File: src/rtl/pattern_serializer.sv
// Parallel-to-serial pattern source for the sequence detector: shifts a 1..16 bit
// pattern MSB-first on z at a programmable bit period and marks counting windows.
module pattern_serializer #(
    parameter int DIV_WIDTH = 8,
    parameter int WINDOW    = 64
) (
    input  logic                 clk,
    input  logic                 reset,
    input  logic                 load,
    input  logic                 stop,
    input  logic                 repeat_en,
    input  logic [15:0]          pattern,
    input  logic [4:0]           len,
    input  logic [DIV_WIDTH-1:0] div,
    output logic                 z,
    output logic                 bit_valid,
    output logic                 busy,
    output logic                 max_tick_reg
);

    typedef enum logic [0:0] {
        ST_IDLE  = 1'b0,
        ST_SHIFT = 1'b1
    } state_e;

    localparam logic [15:0]          WCNT_LAST = 16'(WINDOW - 1);
    localparam logic [DIV_WIDTH-1:0] DIV_ONE   = DIV_WIDTH'(1);

    state_e               state_q, state_d;
    logic [15:0]          shreg_q, shreg_d;
    logic [3:0]           idx_q, idx_d;
    logic [3:0]           lenm1_q, lenm1_d;
    logic [DIV_WIDTH-1:0] div_q, div_d;
    logic [DIV_WIDTH-1:0] divcnt_q, divcnt_d;
    logic [15:0]          wcnt_q, wcnt_d;
    logic                 z_q, z_d;
    logic                 bit_valid_q, bit_valid_d;
    logic                 busy_q, busy_d;
    logic                 max_tick_q, max_tick_d;

    logic                 load_ok_s;
    logic [3:0]           len_m1_s;
    logic                 tick_s;
    logic                 win_end_s;
    logic [15:0]          wcnt_inc_s;

    assign load_ok_s  = load && (len != 5'd0) && (len <= 5'd16);
    assign len_m1_s   = len[3:0] - 4'd1;    // len=16 wraps to index 15
    assign tick_s     = (state_q == ST_SHIFT) && (divcnt_q == div_q);
    assign win_end_s  = tick_s && (wcnt_q == WCNT_LAST);
    assign wcnt_inc_s = win_end_s ? 16'd0 : (wcnt_q + 16'd1);

    // Next-state and output decode; stop beats load, load beats a coincident tick.
    always_comb begin
        state_d     = state_q;
        shreg_d     = shreg_q;
        idx_d       = idx_q;
        lenm1_d     = lenm1_q;
        div_d       = div_q;
        divcnt_d    = divcnt_q;
        wcnt_d      = wcnt_q;
        z_d         = z_q;
        bit_valid_d = 1'b0;
        max_tick_d  = 1'b0;

        if (stop) begin
            state_d  = ST_IDLE;
            z_d      = 1'b0;
            divcnt_d = '0;
            if (tick_s) begin
                wcnt_d     = wcnt_inc_s;
                max_tick_d = win_end_s;
            end else begin
                wcnt_d = wcnt_q;
            end
        end else if (load_ok_s) begin
            state_d     = ST_SHIFT;
            shreg_d     = pattern;
            idx_d       = len_m1_s;
            lenm1_d     = len_m1_s;
            div_d       = div;
            divcnt_d    = '0;
            wcnt_d      = 16'd0;
            z_d         = pattern[len_m1_s];
            bit_valid_d = 1'b1;
        end else if (state_q == ST_SHIFT) begin
            if (tick_s) begin
                divcnt_d   = '0;
                wcnt_d     = wcnt_inc_s;
                max_tick_d = win_end_s;
                if (idx_q != 4'd0) begin
                    idx_d       = idx_q - 4'd1;
                    z_d         = shreg_q[idx_q - 4'd1];
                    bit_valid_d = 1'b1;
                end else if (repeat_en) begin
                    idx_d       = lenm1_q;
                    z_d         = shreg_q[lenm1_q];
                    bit_valid_d = 1'b1;
                end else begin
                    // wcnt is kept; only the next load clears it
                    state_d = ST_IDLE;
                    z_d     = 1'b0;
                end
            end else begin
                divcnt_d = divcnt_q + DIV_ONE;
            end
        end else begin
            z_d = 1'b0;
        end

        busy_d = (state_d == ST_SHIFT);
    end

    // State and registered outputs.
    always_ff @(posedge clk or negedge reset) begin
        if (!reset) begin
            state_q     <= ST_IDLE;
            shreg_q     <= 16'd0;
            idx_q       <= 4'd0;
            lenm1_q     <= 4'd0;
            div_q       <= '0;
            divcnt_q    <= '0;
            wcnt_q      <= 16'd0;
            z_q         <= 1'b0;
            bit_valid_q <= 1'b0;
            busy_q      <= 1'b0;
            max_tick_q  <= 1'b0;
        end else begin
            state_q     <= state_d;
            shreg_q     <= shreg_d;
            idx_q       <= idx_d;
            lenm1_q     <= lenm1_d;
            div_q       <= div_d;
            divcnt_q    <= divcnt_d;
            wcnt_q      <= wcnt_d;
            z_q         <= z_d;
            bit_valid_q <= bit_valid_d;
            busy_q      <= busy_d;
            max_tick_q  <= max_tick_d;
        end
    end

    assign z            = z_q;
    assign bit_valid    = bit_valid_q;
    assign busy         = busy_q;
    assign max_tick_reg = max_tick_q;

endmodule

File: config.mk
export PLATFORM = sky130hd
export DESIGN_NAME = pattern_serializer
export DESIGN_NICKNAME = d
export VERILOG_FILES = /design/src/rtl/pattern_serializer.sv
export SDC_FILE = /design/constraint.sdc
export NUM_CORES = 1
export LEC_CHECK = 0
export ABC_AREA = 1
export BUFFER_PORTS_ARGS = -buffer_cell sky130_fd_sc_hd__clkbuf_2
export CAP_MARGIN = 20
export CORE_ASPECT_RATIO = 1.2
export CORE_MARGIN = 2
export CORE_UTILIZATION = 56
export DETAILED_ROUTE_END_ITERATION = 8
export PLACE_DENSITY = 0.76
export SLEW_MARGIN = 10
export SYNTH_ARGS = -nofsm -noshare
export SYNTH_HDL_FRONTEND = slang
export SYNTH_SLANG_ARGS = --single-unit
File: constraint.sdc
create_clock -name clk -period 2.08 [get_ports clk]
set_clock_uncertainty 0.05 [all_clocks]
set_input_delay 0.208 -clock clk [delete_from_list [all_inputs] [get_ports clk]]
set_output_delay 0.208 -clock clk [all_outputs]
set_load 0.05 [all_outputs]
==> key figures, run 1 <==
Outcome
  – Outcome: completed

Floorplan
  – Die area: 7680 um^2
  – Die Ht: 95.6 um
  – Number of cell rows: 33
  – Core Area: 6810 um^2
  – Initial Util: 0.575
  – IO Pins: 38
  – Die Width: 80.4 um

STA
  – Maximum clock frequency: 0.557 GHz
  – Worst setup margin: 0.284 ns
  – Final setup violating endpoints: 0
  – Slew @ Worst Pin: 0.443 ns
  – Relative slew slack: 0.705
  – Setup TNS: 0 ns
  – Final Hold Vio Count: 0
  – RSZ-0062 raised after global routing: no
  – Max Transition Viols Final: 0
  – Fin crit share: 0.864
  – Final Critical Period: 1.80 ns

Synth
  – Main synth FF type: dfrtp_1
  – Register area share after synthesis: 0.383
  – Synth warn: 0
  – Syn Nets: 594
  – Distinct cells, synth: 40
  – Synth Instances: 556
  – Yosys reg bits: 60
  – Ys async rst share: 1.00
  – EDFF count, synth: 0
  – Synth Area per Inst: 7.05 um^2
  – Synth Cell Area: 3920 um^2

Clock tree
  – Clk_lat worst skew: 0.35 ns
  – Root buffer cell: clkbuf_8
  – CTS buffer count: 9
  – H-tree depth: 3
  – CTS tree: done
  – CTS sink count: 60
  – Clock transition at path regs: 0.07 ns
  – Setup bufs post-CTS: 0
  – Bufs on Longest Clock Path: 2

Worst setup path
  – Crit path launch type: flip-flop
  – Req. time, crit path: 2.31 ns
  – Crit Path Max Fanout: 6
  – Critical Path Sink Type: flip-flop
  – Crit path DAT: 2.02 ns
  – Crit Path Category: flip-flop to flip-flop

Drt
  – DR pass1 iterations: 5
  – DRT iter0 DRCs: 247
  – # DRC: 0
  – Antenna Nets Post-Route: 0
  – Drt via density: 5.34
  – Final WL: 9.54 mm
  – WL per Instance: 13.8 um
  – Via count: 3694

Global routing
  – Global-route wire length before repair: 16.3 mm
  – Pin count of the biggest net entering global routing: 61
  – Vias in the first global route: 3683
  – Antenna violations before repair: 0
  – Total global routing track utilization: 0.276
  – Total gr overflow: 0

Job
  – # Max-Cap Violations: 0

Pwr
  – Tot Pwr: 3.76 mW
  – Worst VDD drop: 539 uV
  – LEAKAGE: 2.20 nW
  – Pwr dens: 850 nW/um^2

Place
  – DP Cell Count: 676
  – HPWL after DPL: 7.04 mm
  – IO buf count: 37
  – Pre-CTS worst setup slack: 0.142 ns
  – GP Congestion: 0.924

Layout
  – Final non-filler cell total: 692
  – Most frequent cells in the layout: 180 x nand2_1, 61 x nand3_1, 60 x dfrtp_1
  – Most common cell after layout, fill and taps aside: nand2_1
  – Regs by FF count: shreg_q (16), wcnt_q (16)
  – Final core utilization: 0.649
  – Share of cells above drive strength 1: 0.172
  – Area grow syn2layout: 12.9%
  – Antenna Cells: 0
  – Layout net count: 639

Hold path
  – Worst min path class: input pin to flip-flop
per-layer routing:
layer,vias up,track usage,part of all wire
met5,-,0,0
met3,31,0.0568,0.045
li1,1864,-,-
met2,114,0.483,0.51
met1,1685,0.319,0.41
met4,0,0.134,0.034
repair_timing:
item,CTS,global route
hold endpoints to repair,60,0
hold buffers,1,0
resized for setup,0,2
setup endpoints to repair,0,3
metrics by stage:
step	instance area [um^2]	hold slack, ns
3_3_place_gp	4210	0.196
6_report	4420	0.0170
4_1_cts	4420	0.0120
5_1_grt	4420	0.0332
3_5_place_dp	4210	0.195
2_1_floorplan	3920	-0.138
cells in the mapped netlist (3+ instances only):
library cell / number / area (um^2)
nand2_1: 180 / 676
nand3_1: 61 / 305
dfrtp_1: 60 / 1500
inv_1: 59 / 221
nor2_1: 49 / 184
o21ai_0: 37 / 185
xor2_1: 11 / 96.3
nand4_1: 9 / 56.3
a21oi_1: 8 / 40.0
a21oi_2: 7 / 61.3
inv_2: 7 / 26.3
nor3_1: 6 / 30.0
nand2_2: 5 / 31.3
nand3_2: 5 / 50.1
nor2_2: 5 / 31.3
xnor2_1: 5 / 43.8
buf_4: 4 / 30.0
clkbuf_1: 4 / 15.0
ha_1: 4 / 50.1
o21ai_1: 4 / 20.0
buf_2: 3 / 15.0
worst max-delay path, cell delays in order (launching register included):
cell and delay [ns]:
dfrtp_1 0.39, inv_1 0.09, ha_1 0.14, inv_1 0.04
nor2_1 0.15, inv_1 0.11, nor2_4 0.15, inv_1 0.10
o21ai_0 0.21, nand2_1 0.06, o21ai_0 0.11, nand2_1 0.08
nand2_1 0.06
layout make-up:
type | count | area (um^2)
clock buffers | 11 | 141
clock inverters | 4 | 50.0
fillers | 657 | 2390
inverters | 68 | 255
multi-input cells | 414 | 2070
flip-flops and latches | 60 | 1500
well taps | 87 | 109
repair buffers | 48 | 295
where the power goes:
part / leakage (nW) / switching (mW) / internal [mW]
clock: 0.0914 / 0.492 / 0.578
sequential: 0.782 / 0.138 / 1.31
combinational: 1.33 / 0.786 / 0.451
total: 2.20 / 1.42 / 2.34
logic make-up (layout without fill, tap and decap cells):
logic type / after synthesis / after routing / share of synthesized area
AO/OA/AOI/OAI: 63 / 63 / 0.0939
XOR/XNOR: 17 / 17 / 0.0399
adder cells (fa/ha/maj): 4 / 4 / 0.0128
buffers and inverters: 82 / 131 / 0.0901
flip-flops: 60 / 60 / 0.383
AND/OR/NAND/NOR: 330 / 330 / 0.380
path summary, 6_finish.rpt:
kind	start	end	slack [ns]	cells past startpoint
setup reg to reg	idx_q[1]	idx_q[3]	0.28	12
setup / recovery	idx_q[1]	idx_q[3]	0.28	12
max in group asynchronous	reset	lenm1_q[1]	1.36	3
hold / removal	div[3]	div_q[3]	0.02	3
min in group asynchronous	reset	divcnt_q[4]	0.35	3
hold reg to reg	shreg_q[13]	shreg_q[13]	0.46	2
Note: power is estimated with default switching activity, not from simulation.
==> run 2, diff against run 1 <==
--- a/config.mk
+++ b/config.mk
@@ -10,9 +10,9 @@
 export CAP_MARGIN = 20
 export CORE_ASPECT_RATIO = 1.2
 export CORE_MARGIN = 2
-export CORE_UTILIZATION = 56
+export CORE_UTILIZATION = 60
 export DETAILED_ROUTE_END_ITERATION = 8
-export PLACE_DENSITY = 0.76
+export PLACE_DENSITY = 0.81
 export SLEW_MARGIN = 10
 export SYNTH_ARGS = -nofsm -noshare
 export SYNTH_HDL_FRONTEND = slang
==> run 2 against run 1 <==
  * First-iteration DRC count up 7.7%
  * Combinational power about the same
  * Sequential share of layout area up 0.087 points
  * Count of clock-buffer cells in the layout down 1
  * Global-route usage up 0.38 points
  * Power down 1.1%
  * Non-clock buffer count up 1
  * Hold slack worse by 0.0099 ns
  * Routed wire length down 1.4%
  * Maximum frequency down 2.9%
  * Utilization up 4.4 points
==> key figures, run 2 (same netlist as run 1, synthesis figures left out) <==
Outcome
  – Outcome: completed (unchanged)

Pwr
  – Sw Pwr: 1.41 mW (was 1.42 mW)
  – LEAKAGE: 2.20 nW (about the same)
  – Flop pwr share: 0.390 (was 0.386)
  – Sw Ratio: 0.379 (was 0.377)
  – Clock share of power: 0.281 (was 0.285)
  – Pint: 2.31 mW (was 2.34 mW)
  – Worst VDD drop: 404 uV (was 539 uV)
  – Comb power frac: 0.329 (about the same)
  – Pwr dens: 842 nW/um^2 (was 850 nW/um^2)

Worst setup path
  – Worst setup endpoint: idx_q[1] (was idx_q[3])
  – Crit path launch type: flip-flop (unchanged)
  – Critical Path Sink Type: flip-flop (unchanged)
  – Crit Path Category: flip-flop to flip-flop (unchanged)
  – Worst flop-to-flop path endpoint: idx_q[1] (was idx_q[3])
  – Worst path slowest cell: dfrtp_1 (unchanged)
  – FF-to-FF path depth: 11 (was 12)
  – Critical Path Start: idx_q[1] (unchanged)
  – Crit Path Max Fanout: 6 (unchanged)
  – Req. time, crit path: 2.27 ns (was 2.31 ns)
  – Setup slack, reg-to-reg: 0.23 ns (was 0.28 ns)
  – Crit path largest cell delay: 0.38 ns (was 0.39 ns)
  – Reg-to-reg startpoint: idx_q[1] (unchanged)
  – Crit-path cells: inv_1 > ha_1 > inv_1 > nor2_1 > inv_1 > nor2_2 > nand2_1 > nand3_4 > nand2_2 > nand2_1 > nand2_1 (was inv_1 > ha_1 > inv_1 > nor2_1 > inv_1 > nor2_4 > inv_1 > o21ai_0 > nand2_1 > o21ai_0 > nand2_1 > nand2_1)
  – Crit path DAT: 2.04 ns (was 2.02 ns)

Global routing
  – Total gr overflow: 0 (unchanged)
  – Pin count of the biggest net entering global routing: 61 (unchanged)
  – Vias in the first global route: 3693 (was 3683)
  – Global-route wire length before repair: 16.0 mm (was 16.3 mm)
  – Total global routing track utilization: 0.280 (was 0.276)
  – Antenna violations before repair: 0 (unchanged)

Clock tree
  – Clk_lat worst skew: 0.35 ns (about the same)
  – CTS buffer count: 9 (unchanged)
  – Bufs on Longest Clock Path: 2 (unchanged)
  – Setup bufs post-CTS: 0 (unchanged)
  – Root buffer cell: clkbuf_8 (unchanged)
  – CTS sink count: 60 (unchanged)
  – Clock transition at path regs: 0.07 ns (about the same)
  – H-tree depth: 3 (unchanged)
  – CTS tree: done (unchanged)

STA
  – Max Transition Viols Final: 0 (unchanged)
  – Final Critical Period: 1.85 ns (was 1.80 ns)
  – Final Hold Vio Count: 0 (unchanged)
  – Slew @ Worst Pin: 0.780 ns (was 0.443 ns)
  – RSZ-0062 raised after global routing: no (unchanged)
  – Maximum clock frequency: 0.540 GHz (was 0.557 GHz)
  – Fin crit share: 0.890 (was 0.864)
  – Setup TNS: 0 ns (unchanged)
  – Hold_ws: 0.00713 ns (was 0.0170 ns)
  – Final setup violating endpoints: 0 (unchanged)
  – Relative slew slack: 0.480 (was 0.705)

Drt
  – # DRC: 0 (unchanged)
  – Via count: 3807 (was 3694)
  – Drt via density: 5.50 (was 5.34)
  – Antenna Nets Post-Route: 0 (unchanged)
  – WL per Instance: 13.6 um (was 13.8 um)
  – DR pass1 iterations: 5 (unchanged)
  – DRT iter0 DRCs: 266 (was 247)
  – Final WL: 9.41 mm (was 9.54 mm)

Layout
  – Antenna Cells: 0 (unchanged)
  – Share of cells above drive strength 1: 0.175 (was 0.172)
  – Most frequent cells in the layout: 180 x nand2_1, 61 x nand3_1, 60 x dfrtp_1 (unchanged)
  – Regs by FF count: shreg_q (16), wcnt_q (16) (unchanged)
  – Final non-filler cell total: 692 (unchanged)
  – Most common cell after layout, fill and taps aside: nand2_1 (unchanged)
  – Area grow syn2layout: 12.6% (was 12.9%)
  – Layout net count: 640 (was 639)

Floorplan
  – Die Width: 77.8 um (was 80.4 um)
  – Die Ht: 92.5 um (was 95.6 um)
  – IO Pins: 38 (unchanged)
  – Number of cell rows: 32 (was 33)
  – Core Area: 6370 um^2 (was 6810 um^2)
  – Initial Util: 0.615 (was 0.575)
  – Die area: 7190 um^2 (was 7680 um^2)

Hold path
  – Worst min path class: input pin to flip-flop (unchanged)

Place
  – DP Cell Count: 675 (was 676)
  – GP Congestion: 0.958 (was 0.924)
  – HPWL after DPL: 7.00 mm (was 7.04 mm)
  – IO buf count: 37 (unchanged)

Job
  – # Max-Cap Violations: 0 (unchanged)
-- run 2: changes by cell type in the layout (fill, tap and decap cells not counted), sizes merged --
cell,before,now
clkinvlp,2,4
buf,10,11
clkbuf,48,47
-- run 2: worst min-delay path by stage --
| stage | start | endpoint | slack, ns | cells past startpoint |
|---|---|---|---|---|
| detailed placement | reset | divcnt_q[3] | 0.36 | 2 |
| floorplan | reset | bit_valid | -0.14 | 0 |
| finish | div[6] | div_q[6] | 0.007 | 3 |
| global placement | reset | div_q[4] | 0.35 | 2 |
| CTS | div[6] | div_q[6] | 0.007 | 3 |
| global route | div[2] | div_q[2] | 0.04 | 3 |
-- run 2: final cells by class --
| type | instances | area, um^2 |
|---|---|---|
| clock buffers | 10 | 128 |
| clock inverters | 6 | 65.1 |
| fillers | 537 | 1950 |
| inverters | 68 | 255 |
| multi-input cells | 414 | 2070 |
| flip-flops and latches | 60 | 1500 |
| well taps | 85 | 106 |
| repair buffers | 49 | 290 |
-- run 2: timing repair --
action | in CTS | in global routing
endpoints found under the setup margin | 0 | 1
endpoints found under the hold margin | 11 | 0
hold buffers | 1 | 0
gates resized for setup | 0 | 1
-- run 2: power groups by stage --
stage               Clock, mW  Combinational [mW]  Sequential, mW
global route             1.11                1.38            1.46
detailed placement          0                1.20            1.46
floorplan                   0               0.878            1.43
finish                   1.04                1.22            1.45
CTS                      1.06                1.21            1.44
global placement            0                1.17            1.45
-- run 2: per-stage QoR --
step,cell area (um^2),worst slack (ns),total power [mW],util
floorplan,3920,0.234,2.31,-
global placement,4210,0.219,2.63,0.661
detailed placement,4210,0.138,2.66,0.661
CTS,4410,0.123,3.70,0.693
global route,4410,0.0780,3.95,0.693
finish,4410,0.230,3.72,0.693
-- run 2: critical path, delay by kind of cell, from the launching register on --
kind                     cells  cell delay [ns]
AND/OR/NAND/NOR              7             0.91
buffers and inverters        3             0.26
adder cells (fa/ha/maj)      1             0.15
flip-flops                   1             0.38
-- run 2: metal layers --
layer | global-route usage | vias to the layer above | share of wire
met5 | 0 | - | 0
met4 | 0.167 | 0 | 0.031
met3 | 0.0380 | 30 | 0.050
met2 | 0.488 | 161 | 0.51
met1 | 0.325 | 1746 | 0.41
li1 | - | 1870 | -
==> run 3, diff against run 2 <==
--- a/config.mk
+++ b/config.mk
@@ -10,9 +10,9 @@
 export CAP_MARGIN = 20
 export CORE_ASPECT_RATIO = 1.2
 export CORE_MARGIN = 2
-export CORE_UTILIZATION = 60
+export CORE_UTILIZATION = 64
 export DETAILED_ROUTE_END_ITERATION = 8
-export PLACE_DENSITY = 0.81
+export PLACE_DENSITY = 0.85
 export SLEW_MARGIN = 10
 export SYNTH_ARGS = -nofsm -noshare
 export SYNTH_HDL_FRONTEND = slang
==> constraint.sdc (replaced) <==
create_clock -name clk -period 2.3 [get_ports clk]
set_clock_uncertainty 0.05 [all_clocks]
set_input_delay 0.23 -clock clk [delete_from_list [all_inputs] [get_ports clk]]
set_output_delay 0.23 -clock clk [all_outputs]
set_load 0.05 [all_outputs]
==> run 3 against run 2 <==
  * Non-clock buffer count decreased by 1
  * Sequential share of layout area down 0.33 points
  * Critical endpoint unchanged
  * Sequential power is 9.7% lower
  * Clock power is 15% higher
==> key figures, run 3 (same netlist as run 1, synthesis figures left out) <==
Place
  – HPWL after DPL: 6.96 mm (was 7.00 mm)
  – DP Cell Count: 671 (was 675)
  – IO buf count: 37 (unchanged)
  – Pre-CTS worst setup slack: 0.308 ns (was 0.138 ns)
  – GP Congestion: 0.919 (was 0.958)

Worst setup path
  – Crit path launch type: flip-flop (unchanged)
  – Crit path max-delay family: simple AND/OR/NAND/NOR gates (unchanged)
  – Reg-to-reg startpoint: idx_q[1] (unchanged)
  – Req. time, crit path: 2.49 ns (was 2.27 ns)
  – Crit path DAT: 2.14 ns (was 2.04 ns)
  – Buf+Inv Stages, Crit Path: 3 (unchanged)
  – Crit Path Max Fanout: 6 (unchanged)
  – Crit-path cells: inv_1 > ha_1 > inv_1 > nor2_1 > inv_1 > nor2_1 > nand2_1 > nand3_4 > nand2_2 > nand2_1 > nand2_1 (was inv_1 > ha_1 > inv_1 > nor2_1 > inv_1 > nor2_2 > nand2_1 > nand3_4 > nand2_2 > nand2_1 > nand2_1)
  – Crit Path Category: flip-flop to flip-flop (unchanged)
  – Critical Path Start: idx_q[1] (unchanged)
  – Worst path slowest cell: dfrtp_1 (unchanged)
  – Critical Path Sink Type: flip-flop (unchanged)
  – Crit path largest cell delay: 0.39 ns (was 0.38 ns)

Drt
  – Drt via density: 5.53 (was 5.50)
  – DR pass1 iterations: 4 (was 5)
  – WL met1: 4.01 mm (was 3.84 mm)
  – Antenna Nets Post-Route: 0 (unchanged)
  – Metal3 WL: 427 um (was 466 um)
  – # DRC: 0 (unchanged)
  – Met2 routed WL: 5.01 mm (was 4.81 mm)
  – Final WL: 9.66 mm (was 9.41 mm)
  – Top sig layer: met4 (unchanged)
  – DRT iter0 DRCs: 358 (was 266)
  – WL per Instance: 14.0 um (was 13.6 um)
  – Via count: 3803 (was 3807)

Pwr
  – Clock share of power: 0.330 (was 0.281)
  – Pwr dens: 815 nW/um^2 (was 842 nW/um^2)
  – Sw Pwr: 1.29 mW (was 1.41 mW)
  – Flop pwr share: 0.360 (was 0.390)
  – Sw Ratio: 0.356 (was 0.379)
  – Comb power frac: 0.310 (was 0.329)
  – LEAKAGE: 2.23 nW (was 2.20 nW)
  – Pint: 2.34 mW (was 2.31 mW)
  – Worst VDD drop: 524 uV (was 404 uV)

Hold path
  – Worst min path class: input pin to flip-flop (unchanged)
  – Beginning of the worst hold path: div[6] (unchanged)

Floorplan
  – Die area: 6770 um^2 (was 7190 um^2)
  – IO Pins: 38 (unchanged)
  – Die Width: 75.4 um (was 77.8 um)
  – Number of cell rows: 31 (was 32)
  – Core Area: 5970 um^2 (was 6370 um^2)
  – Initial Util: 0.656 (was 0.615)
  – Die Ht: 89.7 um (was 92.5 um)

Layout
  – Antenna Cells: 0 (unchanged)
  – Share of cells above drive strength 1: 0.173 (was 0.175)
  – Area grow syn2layout: 13.7% (was 12.6%)
  – Most common cell after layout, fill and taps aside: nand2_1 (unchanged)
  – Final non-filler cell total: 688 (was 692)
  – Most frequent cells in the layout: 180 x nand2_1, 61 x nand3_1, 60 x dfrtp_1 (unchanged)
  – Regs by FF count: shreg_q (16), wcnt_q (16) (unchanged)
  – Fillers: 493 (was 537)
  – Layout net count: 639 (was 640)

Clock tree
  – Bufs on Longest Clock Path: 2 (unchanged)
  – Clk_lat worst skew: 0.34 ns (was 0.35 ns)
  – H-tree depth: 3 (unchanged)
  – CTS tree: done (unchanged)
  – CTS sink count: 60 (unchanged)
  – CTS buffer count: 9 (unchanged)
  – Root buffer cell: clkbuf_8 (unchanged)
  – Clock transition at path regs: 0.08 ns (was 0.07 ns)

STA
  – Final Critical Period: 1.95 ns (was 1.85 ns)
  – Worst setup margin: 0.352 ns (was 0.230 ns)
  – Final setup violating endpoints: 0 (unchanged)
  – Slew @ Worst Pin: 0.569 ns (was 0.780 ns)
  – Maximum clock frequency: 0.513 GHz (was 0.540 GHz)
  – Final Hold Vio Count: 0 (unchanged)
  – Max Transition Viols Final: 0 (unchanged)
  – Relative slew slack: 0.621 (was 0.480)
  – Setup TNS: 0 ns (unchanged)
  – Fin crit share: 0.847 (was 0.890)
  – RSZ-0062 raised after global routing: no (unchanged)

Global routing
  – Pin count of the biggest net entering global routing: 46 (was 61)
  – Antenna violations before repair: 0 (unchanged)
  – Global-route wire length before repair: 16.3 mm (was 16.0 mm)
  – Vias in the first global route: 3691 (was 3693)
  – Total gr overflow: 0 (unchanged)
  – Total global routing track utilization: 0.307 (was 0.280)

Outcome
  – Outcome: completed (unchanged)

Job
  – # Max-Cap Violations: 0 (unchanged)
## run 3: repair_timing
item                      CTS  global route
hold endpoints to repair   21             0
setup buffers               0             0
gates resized for setup     0             0
hold buffers                1             0
## run 3: final timing paths
path	end	slack, ns	depth (start not counted)
setup / recovery	idx_q[1]	0.35	11
hold / removal	div_q[6]	0.03	3
setup reg to reg	idx_q[1]	0.35	11
hold reg to reg	idx_q[1]	0.49	2
max in group asynchronous	wcnt_q[14]	1.23	3
min in group asynchronous	divcnt_q[5]	0.36	2
## run 3: area by class of cell
cell class / count / area (um^2) / area share
Multi-Input combinational cell: 414 / 2060 / 0.463
Sequential cell: 60 / 1500 / 0.337
Timing Repair Buffer: 48 / 283 / 0.0635
Inverter: 68 / 255 / 0.0573
Clock buffer: 10 / 138 / 0.0309
Clock inverter: 6 / 111 / 0.0250
Tap cell: 82 / 103 / 0.0230
## run 3: power by group through the flow
stage	clock [mW]	combinational, mW	sequential [mW]
finish	1.20	1.13	1.31
global route	1.25	1.27	1.32
CTS	1.19	1.10	1.30
detailed placement	0	1.08	1.32
global placement	0	1.05	1.32
floorplan	0	0.794	1.29
## run 3: worst register-to-register path: cells and delay by family (launching register included)
| kind | cells | cell delay (ns) |
|---|---|---|
| AND/OR/NAND/NOR | 7 | 1.03 |
| flip-flops | 1 | 0.39 |
| buffers and inverters | 3 | 0.23 |
| adder cells (fa/ha/maj) | 1 | 0.15 |
## run 3: routing by layer
layer,vias up,GRT usage
li1,1868,-
met1,1792,0.378
met2,122,0.512
met3,21,0.0673
met4,0,0.121
met5,-,0
## run 3: per-stage QoR
| stage | hold slack (ns) | total power [mW] | instance area [um^2] | util |
|---|---|---|---|---|
| 3_3_place_gp | 0.191 | 2.37 | 4200 | 0.702 |
| 3_5_place_dp | 0.203 | 2.40 | 4200 | 0.702 |
| 5_1_grt | 0.0541 | 3.84 | 4450 | 0.746 |
| 6_report | 0.0325 | 3.63 | 4450 | 0.746 |
| 4_1_cts | 0.0356 | 3.60 | 4450 | 0.746 |
| 2_1_floorplan | -0.116 | 2.09 | 3920 | - |
